<file path="src/rtl/comparator_sweep_if.sv">
// Switch-bus / LED comparator self-test bus.
// master: the sweep driver (drives the operand bus and the result status).
// slave : whatever sits on the other side (issues start, returns the LED).
//
// Handshake: start is a level qualifier, not a valid/ready pair. It is acted
// on at a rising clk edge only while the driver is idle or done (busy==0).
// While busy==1 start is ignored. led_in must be a combinational function of
// sw_out. It is sampled once per vector after sw_out has been stable for the
// settle time.
interface comparator_sweep_if #(
  parameter int OP_W = 4
);
  logic              start;
  logic              led_in;
  logic [2*OP_W-1:0] sw_out;
  logic              busy;
  logic              done;
  logic              pass;
  logic [2*OP_W:0]   err_count;
  logic              fail_valid;
  logic [2*OP_W-1:0] first_fail;

  modport master (
    input  start, led_in,
    output sw_out, busy, done, pass, err_count, fail_valid, first_fail
  );

  modport slave (
    output start, led_in,
    input  sw_out, busy, done, pass, err_count, fail_valid, first_fail
  );
endinterface

</file>
<file path="src/rtl/comparator_sweep_driver.sv">
// Exhaustive self-test sweep for a greater-than comparator.
// The driver walks every {A,B} operand pair on sw_out. It checks led_in
// against A>B after a settle delay, counts mismatches and captures the first
// failing vector.
// Optional build macro: STOP_ON_FAIL_EN. When defined, the first mismatch
// ends the sweep immediately.
module comparator_sweep_driver #(
  parameter int OP_W          = 4,
  parameter int SETTLE_CYCLES = 2
) (
  input  logic                  clk,
  input  logic                  n_rst,
  comparator_sweep_if.master    bus,
  output logic [1:0]            dbg_state
);

  localparam int VW    = 2 * OP_W;
  localparam int CNT_W = (SETTLE_CYCLES > 1) ? $clog2(SETTLE_CYCLES) : 1;
  localparam logic [CNT_W-1:0] CNT_LAST = CNT_W'(SETTLE_CYCLES - 1);

  typedef enum logic [1:0] {
    ST_IDLE   = 2'd0,
    ST_SETTLE = 2'd1,
    ST_SAMPLE = 2'd2,
    ST_DONE   = 2'd3
  } state_t;

  state_t           state_q, state_d;
  logic [CNT_W-1:0] cnt_q, cnt_d;
  logic [VW-1:0]    sw_q, sw_d;
  logic [VW:0]      err_q, err_d;
  logic             fv_q, fv_d;
  logic [VW-1:0]    ff_q, ff_d;

  logic [OP_W-1:0]  op_a;
  logic [OP_W-1:0]  op_b;
  logic             mismatch;
  logic             stop_hit;

  assign op_a     = sw_q[VW-1:OP_W];
  assign op_b     = sw_q[OP_W-1:0];
  assign mismatch = (bus.led_in != (op_a > op_b));

`ifdef STOP_ON_FAIL_EN
  assign stop_hit = mismatch;
`else
  assign stop_hit = 1'b0;
`endif

  // Register all sweep state; reset aborts any sweep and clears results.
  always_ff @(posedge clk) begin
    if (!n_rst) begin
      state_q <= ST_IDLE;
      cnt_q   <= '0;
      sw_q    <= '0;
      err_q   <= '0;
      fv_q    <= 1'b0;
      ff_q    <= '0;
    end else begin
      state_q <= state_d;
      cnt_q   <= cnt_d;
      sw_q    <= sw_d;
      err_q   <= err_d;
      fv_q    <= fv_d;
      ff_q    <= ff_d;
    end
  end

  // Next-state logic: start, settle wait, per-vector sample and advance.
  always_comb begin
    state_d = state_q;
    cnt_d   = cnt_q;
    sw_d    = sw_q;
    err_d   = err_q;
    fv_d    = fv_q;
    ff_d    = ff_q;
    case (state_q)
      ST_IDLE, ST_DONE: begin
        if (bus.start) begin
          sw_d    = '0;
          err_d   = '0;
          fv_d    = 1'b0;
          ff_d    = '0;
          cnt_d   = '0;
          state_d = (SETTLE_CYCLES == 0) ? ST_SAMPLE : ST_SETTLE;
        end
      end
      ST_SETTLE: begin
        if (cnt_q == CNT_LAST) begin
          state_d = ST_SAMPLE;
        end else begin
          cnt_d = cnt_q + CNT_W'(1);
        end
      end
      ST_SAMPLE: begin
        if (mismatch) begin
          if (err_q != '1) begin
            err_d = err_q + (VW+1)'(1);
          end
          if (!fv_q) begin
            ff_d = sw_q;
            fv_d = 1'b1;
          end
        end
        cnt_d = '0;
        // The all-ones vector is the last one; sw_out never wraps.
        if (stop_hit || (sw_q == '1)) begin
          state_d = ST_DONE;
        end else begin
          sw_d    = sw_q + VW'(1);
          state_d = (SETTLE_CYCLES == 0) ? ST_SAMPLE : ST_SETTLE;
        end
      end
      default: state_d = ST_IDLE;
    endcase
  end

  assign bus.sw_out     = sw_q;
  assign bus.busy       = (state_q == ST_SETTLE) || (state_q == ST_SAMPLE);
  assign bus.done       = (state_q == ST_DONE);
  assign bus.pass       = (state_q == ST_DONE) && (err_q == '0);
  assign bus.err_count  = err_q;
  assign bus.fail_valid = fv_q;
  assign bus.first_fail = ff_q;
  assign dbg_state      = state_q;

endmodule

</file>
<file path="src/flat_wrapper.sv">
// flat-port wrapper written by rule: the top's interface ports become plain ports
module comparator_sweep_driver_flat 
#(
  parameter int OP_W          = 4,
  parameter int SETTLE_CYCLES = 2
)
  (clk, n_rst, dbg_state, bus_start, bus_led_in, bus_sw_out, bus_busy, bus_done, bus_pass, bus_err_count, bus_fail_valid, bus_first_fail);
  comparator_sweep_if #(.OP_W(OP_W)) bus_i ();
  input  logic clk;
  input  logic n_rst;
  output logic [1:0] dbg_state;
  input wire logic [$bits(bus_i.start)-1:0] bus_start;
  input wire logic [$bits(bus_i.led_in)-1:0] bus_led_in;
  output wire logic [$bits(bus_i.sw_out)-1:0] bus_sw_out;
  output wire logic [$bits(bus_i.busy)-1:0] bus_busy;
  output wire logic [$bits(bus_i.done)-1:0] bus_done;
  output wire logic [$bits(bus_i.pass)-1:0] bus_pass;
  output wire logic [$bits(bus_i.err_count)-1:0] bus_err_count;
  output wire logic [$bits(bus_i.fail_valid)-1:0] bus_fail_valid;
  output wire logic [$bits(bus_i.first_fail)-1:0] bus_first_fail;
  assign bus_i.start = bus_start;
  assign bus_i.led_in = bus_led_in;
  assign bus_sw_out = bus_i.sw_out;
  assign bus_busy = bus_i.busy;
  assign bus_done = bus_i.done;
  assign bus_pass = bus_i.pass;
  assign bus_err_count = bus_i.err_count;
  assign bus_fail_valid = bus_i.fail_valid;
  assign bus_first_fail = bus_i.first_fail;
  comparator_sweep_driver #(.OP_W(OP_W), .SETTLE_CYCLES(SETTLE_CYCLES)) u_core (.clk(clk), .n_rst(n_rst), .bus(bus_i), .dbg_state(dbg_state));
endmodule
</file>
<file path="config.mk">
export PLATFORM = sky130hd
export DESIGN_NAME = comparator_sweep_driver_flat
export DESIGN_NICKNAME = d
export VERILOG_FILES = /design/src/rtl/comparator_sweep_if.sv /design/src/rtl/comparator_sweep_driver.sv /design/src/flat_wrapper.sv
export SDC_FILE = /design/constraint.sdc
export NUM_CORES = 1
export LEC_CHECK = 0
export CAP_MARGIN = 30
export CORE_MARGIN = 8
export CORE_UTILIZATION = 25
export CTS_CLUSTER_SIZE = 14
export DETAILED_ROUTE_END_ITERATION = 6
export GPL_TIMING_DRIVEN = 0
export MAX_ROUTING_LAYER = met4
export SETUP_SLACK_MARGIN = 0.02
export SLEW_MARGIN = 20
export SYNTH_ARGS = -nofsm -noshare
export SYNTH_HDL_FRONTEND = slang
export SYNTH_SLANG_ARGS = --single-unit
</file>
<file path="constraint.sdc">
create_clock -name clk -period 5.5 [get_ports clk]
set_clock_uncertainty 0.05 [all_clocks]
set_input_delay 1.1 -clock clk [delete_from_list [all_inputs] [get_ports clk]]
set_output_delay 1.1 -clock clk [all_outputs]
set_load 0.005 [all_outputs]
</file>
==> flow_summary.json, run 1 <==
{
  "status": "finished, final reports clean",
  "crit_arrival_ns": 1.82,
  "cp_max_fo": 7,
  "grt_pass1_vias": 1486,
  "cts_inserted_buffers": 5,
  "rr_endpoint": "u_core.bus.err_count[7]",
  "antenna_found_initial": 0,
  "powerDensity_nw_per_um2": 214,
  "core_area_sq_um": 6350,
  "cts_buffer_depth": 2,
  "synth_top_area_share": 0.355,
  "synth_top_area_cell": "dfxtp_1",
  "grtUsageTotal": 0.0950,
  "ir_drop_v": 0.0000839,
  "syn2layout_area_growth_pct": 31.1,
  "firstDrtPassIters": 4,
  "worstSkewPairLatency_ns": 0.28,
  "r2r_slack_ns": 2.85,
  "worstSetupStartpointType": "flop",
  "leakage_nw": 0.843,
  "wl_microns": 4260,
  "setup_tns_ns": 0,
  "grt_pass1_wl_microns": 7200,
  "r2r-start": "u_core.bus.err_count[0]",
  "start_util": 0.258,
  "worstMarginPinSlew_ns": 0.917,
  "synthArstFlopShare": 0,
  "synth_seq_cells": 29,
  "maxCapViolCount": 0,
  "drc_errors": 0,
  "crit_type": "reg2out",
  "placementRows": 29,
  "num_antenna_cells": 0,
  "crit_path_end": "bus_pass",
  "syn_area_per_cell_sq_um": 8.79,
  "cts_hold_buf": 0,
  "vias": 1485,
  "hold_viol": 0,
  "synth_edf_count": 0,
  "post_drt_wl_per_cell_microns": 14.0,
  "clk_pin_slew_ns": 0.07,
  "postCtsSetupBuffers": 0,
  "worstPathRequired_ns": 4.35,
  "finalPower_uw": 460,
  "ys.flop_type": "dfxtp_1",
  "end_kind": "output port",
  "tritoncts": "yes",
  "dieArea_sq_um": 9390,
  "drv_slew": 0,
  "die_x_microns": 96.9,
  "fmax_mhz": 336,
  "detailed_place_hpwl_microns": 3150,
  "syn-instance-count": 186,
  "hp-class": "reg2reg",
  "cts_resized": 0,
  "synth_area_leaders": "dfxtp_1 36%, ha_1 9.2%, nand2_1 4.6%",
  "clock-sinks": 29,
  "die_y_microns": 96.9,
  "grt_overflow": 0,
  "finalSetupViolations": 0,
  "max-slew-margin-rel": 0.383,
  "finalCritPeriodShare": 0.541,
  "layout.nets": 242,
  "htreeDepth": 2,
  "drtAntennaViolNets": 0,
  "pin_count": 35,
  "layout-drive-gt1-share": 0.0749,
  "grt_max_degree": 11,
  "yosys_warnings": 0,
  "synth.distinct_cells": 48,
  "min_period_ns": 2.97,
  "drt_iter0_drc": 88,
  "syn_nets": 202,
  "numPortBuffers": 33,
  "synth_area_sq_um": 1640,
  "reg2reg_depth": 10,
  "vias_per_cell": 4.88,
  "gp_congestion": 0.817,
  "ys_seq_area_frac": 0.355,
  "crit_path_start": "u_core.bus.err_count[2]",
  "rsz0062_at_grt": "no",
  "root_buffer": "clkbuf_8",
  "fill_cells": 642
}
[final cells by class]
| class | instances | area, sq um | area share |
|---|---|---|---|
| Clock inverter | 2 | 10.0 | 0.00467 |
| Timing Repair Buffer | 33 | 330 | 0.154 |
| Tap cell | 77 | 96.3 | 0.0449 |
| Clock buffer | 6 | 72.6 | 0.0338 |
| Multi-Input combinational cell | 139 | 978 | 0.456 |
| Inverter | 13 | 48.8 | 0.0228 |
| Buffer | 5 | 27.5 | 0.0128 |
| Sequential cell | 29 | 581 | 0.271 |
[worst max-delay path, stage by stage (launching register included)]
cell	delay, ns
dfxtp_1	0.37
nor4_1	0.34
nand3_1	0.12
nor4_1	0.17
clkdlybuf4s50_1	0.55
[report_power, final]
group	switching, mW	internal, mW	total, mW	leakage, nW
Clock	0.0855	0.0875	0.173	0.0450
Combinational	0.0412	0.0280	0.0692	0.564
Sequential	0.00447	0.213	0.218	0.234
Total	0.131	0.329	0.460	0.843
[worst min-delay path by stage]
stage                                         from                       end  slack, ns  cells after the start
final                     u_core.bus.first_fail[6]  u_core.bus.first_fail[6]       0.43                      1
after global placement    u_core.bus.first_fail[3]  u_core.bus.first_fail[3]       0.41                      1
after global routing      u_core.bus.first_fail[2]  u_core.bus.first_fail[2]       0.45                      1
after CTS                 u_core.bus.first_fail[7]  u_core.bus.first_fail[7]       0.43                      1
after floorplan           u_core.bus.first_fail[0]  u_core.bus.first_fail[0]       0.42                      1
after detailed placement  u_core.bus.first_fail[7]  u_core.bus.first_fail[7]       0.42                      1
[routing by layer]
metal,GRT usage,wire (microns)
met1,0.110,2070
met2,0.146,1950
met3,0.0320,183
met4,0.0414,56
met5,-,0
[registers in the layout (all words and copies together), names as in the netlist]
| signal | count |
|---|---|
| u_core.cnt_q | 1 |
| u_core.bus.first_fail | 8 |
| u_core.dbg_state | 2 |
| u_core.bus.err_count | 9 |
| u_core.bus.sw_out | 8 |
| u_core.bus.fail_valid | 1 |
[cell usage in the layout, fill, tap and decap left out, types with 2 or more instances in the layout]
cell,n
and3_1,6
and2_1,6
xnor2_1,2
clkinv_2,2
clkbuf_1,4
nand3_1,11
inv_1,13
mux2i_1,2
xor2_1,3
o211ai_1,2
nand4_1,4
a21oi_1,6
clkbuf_8,5
or4_1,3
a311o_1,2
nand2_1,20
nor4_1,3
ha_1,12
a31oi_1,2
nor2_1,13
a21o_1,3
a22o_1,8
dfxtp_1,29
clkdlybuf4s50_1,33
nor3_1,3
o21ai_0,5
[cells by family (layout without fill, tap and decap cells)]
| logic type | after synthesis | after routing | share of synthesized area |
|---|---|---|---|
| AO/OA/AOI/OAI | 40 | 40 | 0.204 |
| XOR/XNOR | 5 | 5 | 0.0268 |
| adder cells (fa/ha/maj) | 12 | 12 | 0.0918 |
| buffers and inverters | 18 | 59 | 0.0467 |
| flip-flops | 29 | 29 | 0.355 |
| multiplexers | 2 | 2 | 0.0122 |
| AND/OR/NAND/NOR | 80 | 80 | 0.263 |
[cells in the mapped netlist, types with 2 or more instances]
library cell	count
xnor2_1	2
dfxtp_1	29
nor4_1	3
nor2_1	13
and2_1	6
inv_1	13
a21oi_1	6
a21o_1	3
or4_1	3
nand2_1	20
nor3_1	3
nand3_1	11
ha_1	12
a31oi_1	2
a22o_1	8
o21ai_0	5
xor2_1	3
nand4_1	4
mux2i_1	2
a311o_1	2
o211ai_1	2
clkbuf_1	3
and3_1	6
[through the flow]
| step | hold WS (ns) | setup slack (ns) | cell area [sq um] | util | instances |
|---|---|---|---|---|---|
| 2_1_floorplan | 0.425 | 3.13 | 1640 | - | 186 |
| 3_3_place_gp | 0.415 | 2.46 | 2060 | 0.325 | 296 |
| 3_5_place_dp | 0.416 | 2.43 | 2060 | 0.325 | 296 |
| 4_1_cts | 0.432 | 2.50 | 2140 | 0.338 | 304 |
| 5_1_grt | 0.453 | 2.38 | 2140 | 0.338 | 304 |
| 6_report | 0.429 | 2.53 | 2140 | 0.338 | 304 |
(Power assumes the default switching activity.)
==> run 2: changes to the inputs <==
==> constraint.sdc (replaced) <==
create_clock -name clk -period 2.58 [get_ports clk]
set_clock_uncertainty 0.05 [all_clocks]
set_input_delay 0.516 -clock clk [delete_from_list [all_inputs] [get_ports clk]]
set_output_delay 0.516 -clock clk [all_outputs]
set_load 0.005 [all_outputs]
==> flow_summary.json, run 2 (synthesis gave the netlist of run 1 again) <==
{
  "cts_inserted_buffers": 5,
  "wl_microns": 4340,
  "met3_wirelength_microns": 208,
  "start_util": 0.258,
  "vias_per_cell": 4.88,
  "numPortBuffers": 33,
  "met1_length_microns": 2040,
  "clk_pin_slew_ns": 0.07,
  "worstSkewPairLatency_ns": 0.28,
  "grt_overflow": 0,
  "cts_buffer_depth": 2,
  "root_buffer": "clkbuf_8",
  "maxCapViolCount": 0,
  "drc_errors": 0,
  "finalSetupViolations": 0,
  "mostFrequentLayoutCells": "33 x clkdlybuf4s50_1, 27 x dfxtp_1, 20 x nand2_1, 13 x nor2_1, 12 x inv_1",
  "stdcell_count": 307,
  "max-slew-margin-rel": 0.381,
  "worstSetupStartpointType": "flop",
  "detailed_place_hpwl_microns": 3150,
  "clock-sinks": 29,
  "layout.nets": 245,
  "cpPeakStageDelay_ns": 0.36,
  "tritoncts": "yes",
  "end_kind": "flop",
  "num_antenna_cells": 0,
  "layout-drive-gt1-share": 0.117,
  "top_layer_used": "met4",
  "finalCritPeriodShare": 0.929,
  "final_common_cell": "clkdlybuf4s50_1",
  "hp-class": "reg2reg",
  "hold_viol": 0,
  "vias": 1498,
  "crit_type": "reg2reg",
  "powerDensity_nw_per_um2": 453,
  "ir_drop_v": 0.000179,
  "status": "finished, final reports clean",
  "grt_max_degree": 11,
  "fmax_mhz": 417,
  "grt_pass1_wl_microns": 7220,
  "pin_count": 35,
  "rsz0062_at_grt": "no",
  "grtUsageTotal": 0.0953,
  "min_period_ns": 2.40,
  "cp_max_fo": 7,
  "core_area_sq_um": 6350,
  "drtAntennaViolNets": 0,
  "htreeDepth": 2,
  "worstMarginPinSlew_ns": 0.920,
  "wl_met2_microns": 2030,
  "die_y_microns": 96.9,
  "syn2layout_area_growth_pct": 34.0,
  "placementRows": 29,
  "worstPathRequired_ns": 2.70,
  "firstDrtPassIters": 4,
  "crit_chain": "ha_2 > and3_1 > and3_4 > and3_1 > ha_2 > inv_2 > nand4_1 > nor3_4 > nand4_1 > a311o_1",
  "place_inst": 296,
  "antenna_found_initial": 0,
  "leakage_nw": 0.867,
  "dieArea_sq_um": 9390,
  "final_core_util": 0.345,
  "gp_congestion": 0.817,
  "die_x_microns": 96.9,
  "largest_reg_flops": 9,
  "slowest_stage": "a311o_1",
  "fill_cells": 632,
  "grt_pass1_vias": 1501,
  "cts_hold_buf": 0,
  "finalPower_uw": 992,
  "drv_slew": 0,
  "post_drt_wl_per_cell_microns": 14.1,
  "crit_arrival_ns": 2.52,
  "drt_iter0_drc": 84
}
[run 2: cell types whose count changed in the layout (fill, tap and decap cells not counted), moves of 2 or more]
cell	change
buf_4	+3
dfxtp_1	-2
dfxtp_2	+2
ha_1	-2
ha_2	+2
[run 2: area by class of cell]
class                      count  area [sq um]  area share
clock inverter                 2          10.0     0.00457
buffer                         5          27.5      0.0126
multi-input combinational    139          1000       0.456
sequential                    29           583       0.266
inverter                      13          48.8      0.0223
clock buffer                   6          72.6      0.0331
tap                           77          96.3      0.0440
timing repair buffer          36           353       0.161
[run 2: power breakdown]
group / leakage, nW / internal [mW] / total, mW / switching [mW]
Sequential: 0.235 / 0.455 / 0.464 / 0.00954
Clock: 0.0450 / 0.187 / 0.369 / 0.182
Combinational: 0.588 / 0.0683 / 0.159 / 0.0906
[run 2: repair_timing]
item | 4_1_cts | 5_1_grt
buffers inserted | 0 | 3
gates resized for setup | 1 | 7
setup endpoints to repair | 1 | 6
pin swaps | 0 | 1
[run 2: path summary, 6_finish.rpt]
kind,slack [ns],cells past startpoint,startpoint,to
worst min register to register,0.43,1,u_core.bus.first_fail[6],u_core.bus.first_fail[6]
worst max register to register,0.18,10,u_core.bus.err_count[0],u_core.bus.err_count[7]
worst max-delay path,0.18,10,u_core.bus.err_count[0],u_core.bus.err_count[7]
worst min-delay path,0.43,1,u_core.bus.first_fail[6],u_core.bus.first_fail[6]
[run 2: critical path: cells and delay by family, from the launching register on]
| family | cells | cell delay, ns |
|---|---|---|
| buffers and inverters | 1 | 0.07 |
| AOI/OAI and AO/OA | 1 | 0.36 |
| DFF | 1 | 0.35 |
| and+or+nand+nor | 6 | 1.07 |
| adders and majority gates | 2 | 0.39 |
[run 2: stage by stage]
step	setup TNS [ns]	instance area (sq um)	setup slack [ns]	hold WS [ns]
2_1_floorplan	0	1640	0.215	0.425
4_1_cts	0	2150	0.0404	0.432
3_3_place_gp	-0.0282	2060	-0.0282	0.415
5_1_grt	0	2190	0.0260	0.453
6_report	0	2190	0.183	0.429
3_5_place_dp	-0.0360	2060	-0.0360	0.416
[run 2: routing by layer]
layer  vias up  track usage
met2        30        0.147
met3         6       0.0320
li1        771            -
met4         0       0.0414
met5         -            -
met1       691        0.110
==> RTL edit 1: new RTL, settings of run 2 <==
`OP_W` is set to 4 in 3 places; all go to 6.
--- a/src/rtl/comparator_sweep_if.sv
+++ b/src/rtl/comparator_sweep_if.sv
@@ -8,7 +8,7 @@
 // sw_out. It is sampled once per vector after sw_out has been stable for the
 // settle time.
 interface comparator_sweep_if #(
-  parameter int OP_W = 4
+  parameter int OP_W = 6
 );
   logic              start;
   logic              led_in;
--- a/src/rtl/comparator_sweep_driver.sv
+++ b/src/rtl/comparator_sweep_driver.sv
@@ -5,7 +5,7 @@
 // Optional build macro: STOP_ON_FAIL_EN. When defined, the first mismatch
 // ends the sweep immediately.
 module comparator_sweep_driver #(
-  parameter int OP_W          = 4,
+  parameter int OP_W          = 6,
   parameter int SETTLE_CYCLES = 2
 ) (
   input  logic                  clk,
--- a/src/flat_wrapper.sv
+++ b/src/flat_wrapper.sv
@@ -1,7 +1,7 @@
 // flat-port wrapper written by rule: the top's interface ports become plain ports
 module comparator_sweep_driver_flat 
 #(
-  parameter int OP_W          = 4,
+  parameter int OP_W          = 6,
   parameter int SETTLE_CYCLES = 2
 )
   (clk, n_rst, dbg_state, bus_start, bus_led_in, bus_sw_out, bus_busy, bus_done, bus_pass, bus_err_count, bus_fail_valid, bus_first_fail);
Ports: changed (resized bus_err_count, bus_first_fail and bus_sw_out); port bits go from 35 to 47. The function was not compared with the original's and may differ.
==> RTL edit 1 against run 2 <==
- setup slack worse by 0.13 ns
- sequential power grew 43%
- non-clock buffer count increased by 22
- synthesized area increased by 33%
- design area increased by 44%
- critical path type unchanged
- routed wire length grew 53%
- power up 40%
- die area grew 27%
- largest cell class unchanged
- sequential cell count up 12
- synthesized cell count increased by 34%
==> RTL edit 1: results (changes against run 2) <==
* Critical path arrival at 2.66 ns (+0.14 ns)
* Pre-CTS setup slack at -0.156 ns (-0.120 ns)
* Via density at 5.08 (+4.0%)
* Critical R2R Capture: u_core.bus.err_count[5]
* Largest net degree at the start of global routing at 14 (+3)
* Worst-path clk slew at 0.09 ns (+0.02 ns)
* Max reg flops at 13 (+4)
* Final wirelength at 6.66 mm (+53%)
* Worst-margin pin slew at 0.810 ns (-0.110 ns)
* Fill cells at 886 (+40%)
* Fmax at 397 MHz (-5.0%)
* Mapped Nets at 266 (+32%)
* Comb pwr at 288 uW (+81%)
* Met3 Usage GRT at 2.87% (-0.33 points)
* Buffers excl. clock at 63 (+54%)
* Fin util at 36.7% (+2.2 points)
* Switching portion of total power at 31.7% (+3.2 points)
* Metal3 WL at 398 um (+91%)
* Vias at 2117 (+41%)
* Status: finished clean
* Pwr Density at 441 mW/mm^2 (-2.5%)
* Multi-In Gates at 181 (+30%)
* ClkCell Share at 2.78% (-0.99 points)
* Placed cells at 403 (+36%)
* P_leak at 1.07 nW (+24%)
* GPL Wtd Cong at 0.885 (+8.4%)
* Sequential share of cell area at 26.8% (+0.20 points)
* Sequential share of the synthesized area at 37.7% (+2.2 points)
* Placed Area at 0.00278 sq mm (+35%)
* Worst r2r path cells at 9 (-1)
* Later-pin clock latency in the skew report at 0.31 ns (+0.03 ns)
* Nets at 325 (+33%)
* Worst hold start: u_core.bus.first_fail[1]
* Clock network power share at 31.7% (-5.5 points)
* Total GRT Usage at 11.0% (+1.5 points)
RTL edit 1: cells by family (layout without fill, tap and decap cells):
group,count (synthesis),count (layout),synth area share (%)
AOI/OAI and AO/OA,69,69,22.6
xor gates and xnor gates,9,9,3.62
adders and majority gates,13,13,7.46
buffers and inverters,27,87,5.86
DFF,41,41,37.7
and+or+nand+nor,90,90,22.8
RTL edit 1: worst min path at each step:
| stage | slack, ns | endpoint | cells past startpoint |
|---|---|---|---|
| 6_report | 0.43 | u_core.bus.first_fail[1] | 1 |
| 5_1_grt | 0.45 | u_core.bus.first_fail[7] | 1 |
| 4_1_cts | 0.44 | u_core.bus.first_fail[2] | 1 |
| 3_5_place_dp | 0.41 | u_core.bus.first_fail[10] | 1 |
| 3_3_place_gp | 0.41 | u_core.bus.first_fail[3] | 1 |
| 2_1_floorplan | 0.42 | u_core.bus.first_fail[10] | 1 |
==> RTL edit 2: new RTL, settings of run 2 <==
Without the edit above. Reset style: asynchronous (`n_rst`), changed in one clocked block.
--- a/src/rtl/comparator_sweep_driver.sv
+++ b/src/rtl/comparator_sweep_driver.sv
@@ -48,7 +48,7 @@
 `endif
 
   // Register all sweep state; reset aborts any sweep and clears results.
-  always_ff @(posedge clk) begin
+  always_ff @(posedge clk or negedge n_rst) begin
     if (!n_rst) begin
       state_q <= ST_IDLE;
       cnt_q   <= '0;
Check against the original RTL: differs if n_rst is asserted again (counterexample within 4 cycles, from zero or initial values and one cycle with n_rst low); with n_rst held inactive, the same outputs for 10 cycles.
==> RTL edit 2 against run 2 <==
- setup slack worse by 0.037 ns
- design area grew 1.9%
- sequential cell count is the same
- worst hold slack worse by 0.22 ns
- synthesized cell count is 4.3% lower
- synthesized area increased by 1.7%
- cell count down 2.6%
- routed wire length is 4.1% higher
- largest cell class unchanged
- highest routed layer unchanged
Power is not compared: it rests on default switching activity, and its combinational part moved more than twofold at a synthesized area within 25%.
==> RTL edit 2: results (changes against run 2) <==
* Status: finished clean
* Fraction of area in multi-input gates at 39.3% (-6.3 points)
* # clk buffers at 7 (+1)
* Critical Path Sink: u_core.bus.err_count[5]
* Slack of the worst reg-to-reg path at 0.15 ns (-0.04 ns)
* I/O Buffers at 34 (+3.0%)
* Logic inverters at 14 (+1)
* Nets at 237 (-3.3%)
* Hpwl dp at 3.32 mm (+5.4%)
* Slowest cell on crit path: dfrtp_2
* Via density at 5.07 (+4.0%)
* Met3 Usage GRT at 2.63% (-0.57 points)
* ClkCell Share at 4.54% (+0.77 points)
* First-pass GRT wire length at 7.32 mm (+1.3%)
* DR iter-0 viols at 96 (+14%)
* Global routing usage on met1 at 11.2% (+0.24 points)
* Pre-CTS setup slack at 0.0333 ns (+0.0694 ns)
* Mapped Nets at 194 (-4.0%)
* Yosys cell types at 43 (-10%)
* Hold crit path type: input pin to asynchronous set/reset pin
* Met2 global-route usage at 15.4% (+0.73 points)
* Final wirelength at 4.52 mm (+4.1%)
* Synthesized area per cell at 9.34 sq um (+6.3%)
* Sequential share of the synthesized area at 43.6% (+8.1 points)
* Commonest cells in the netlist: dfrtp_1, nand2_1, inv_1
* Multi-In Gates at 130 (-6.5%)
* Placed cells at 289 (-2.4%)
* Final Instance Count excl. Fillers at 299 (-2.6%)
* Worst path max stage delay at 0.45 ns (+0.09 ns)
* Fill cells at 662 (+4.7%)
* Worst Path Max Fanout at 8 (+1)
* Storage element area at 727 sq um (+25%)
* Total GRT Usage at 9.69% (+0.15 points)
* FF-to-FF Start: u_core.bus.err_count[0]
* GPL Wtd Cong at 0.831 (+1.8%)
* Critical path arrival at 2.54 ns (+0.02 ns)
* Placed Area at 0.00209 sq mm (+1.6%)
* Layout cells sized above 1 at 10.4% (-1.4 points)
* Largest net degree at the start of global routing at 30 (+19)
## RTL edit 2: cell count changes after synthesis, moves of 4 or more
cell     before  now
and3_1        6    0
nand2_1      20   16
dfxtp_1      29    0
and2_1        6    1
a21oi_1       6   13
dfrtp_1       0   29
## RTL edit 2: timing repair
| action | in CTS | in global routing |
|---|---|---|
| buffers inserted | 0 | 2 |
| setup endpoints to repair | 2 | 9 |
| resized for setup | 2 | 5 |
| pin swaps | 0 | 0 |
## RTL edit 2: cell families (layout without fill, tap and decap cells)
kind of cell / Yosys count / in the layout / synth area share (%)
DFF: 29 / 29 / 43.6
AOI/OAI and AO/OA: 41 / 41 / 16.6
buffers and inverters: 19 / 63 / 4.89
xor gates and xnor gates: 5 / 5 / 2.63
muxes: 3 / 3 / 1.88
adders and majority gates: 12 / 12 / 9.03
and+or+nand+nor: 69 / 69 / 21.4
## RTL edit 2: metal layers
metal	routed length, um	vias up
li1	-	732
met1	2060	734
met2	2160	43
met3	215	8
met4	80	0
met5	0	-
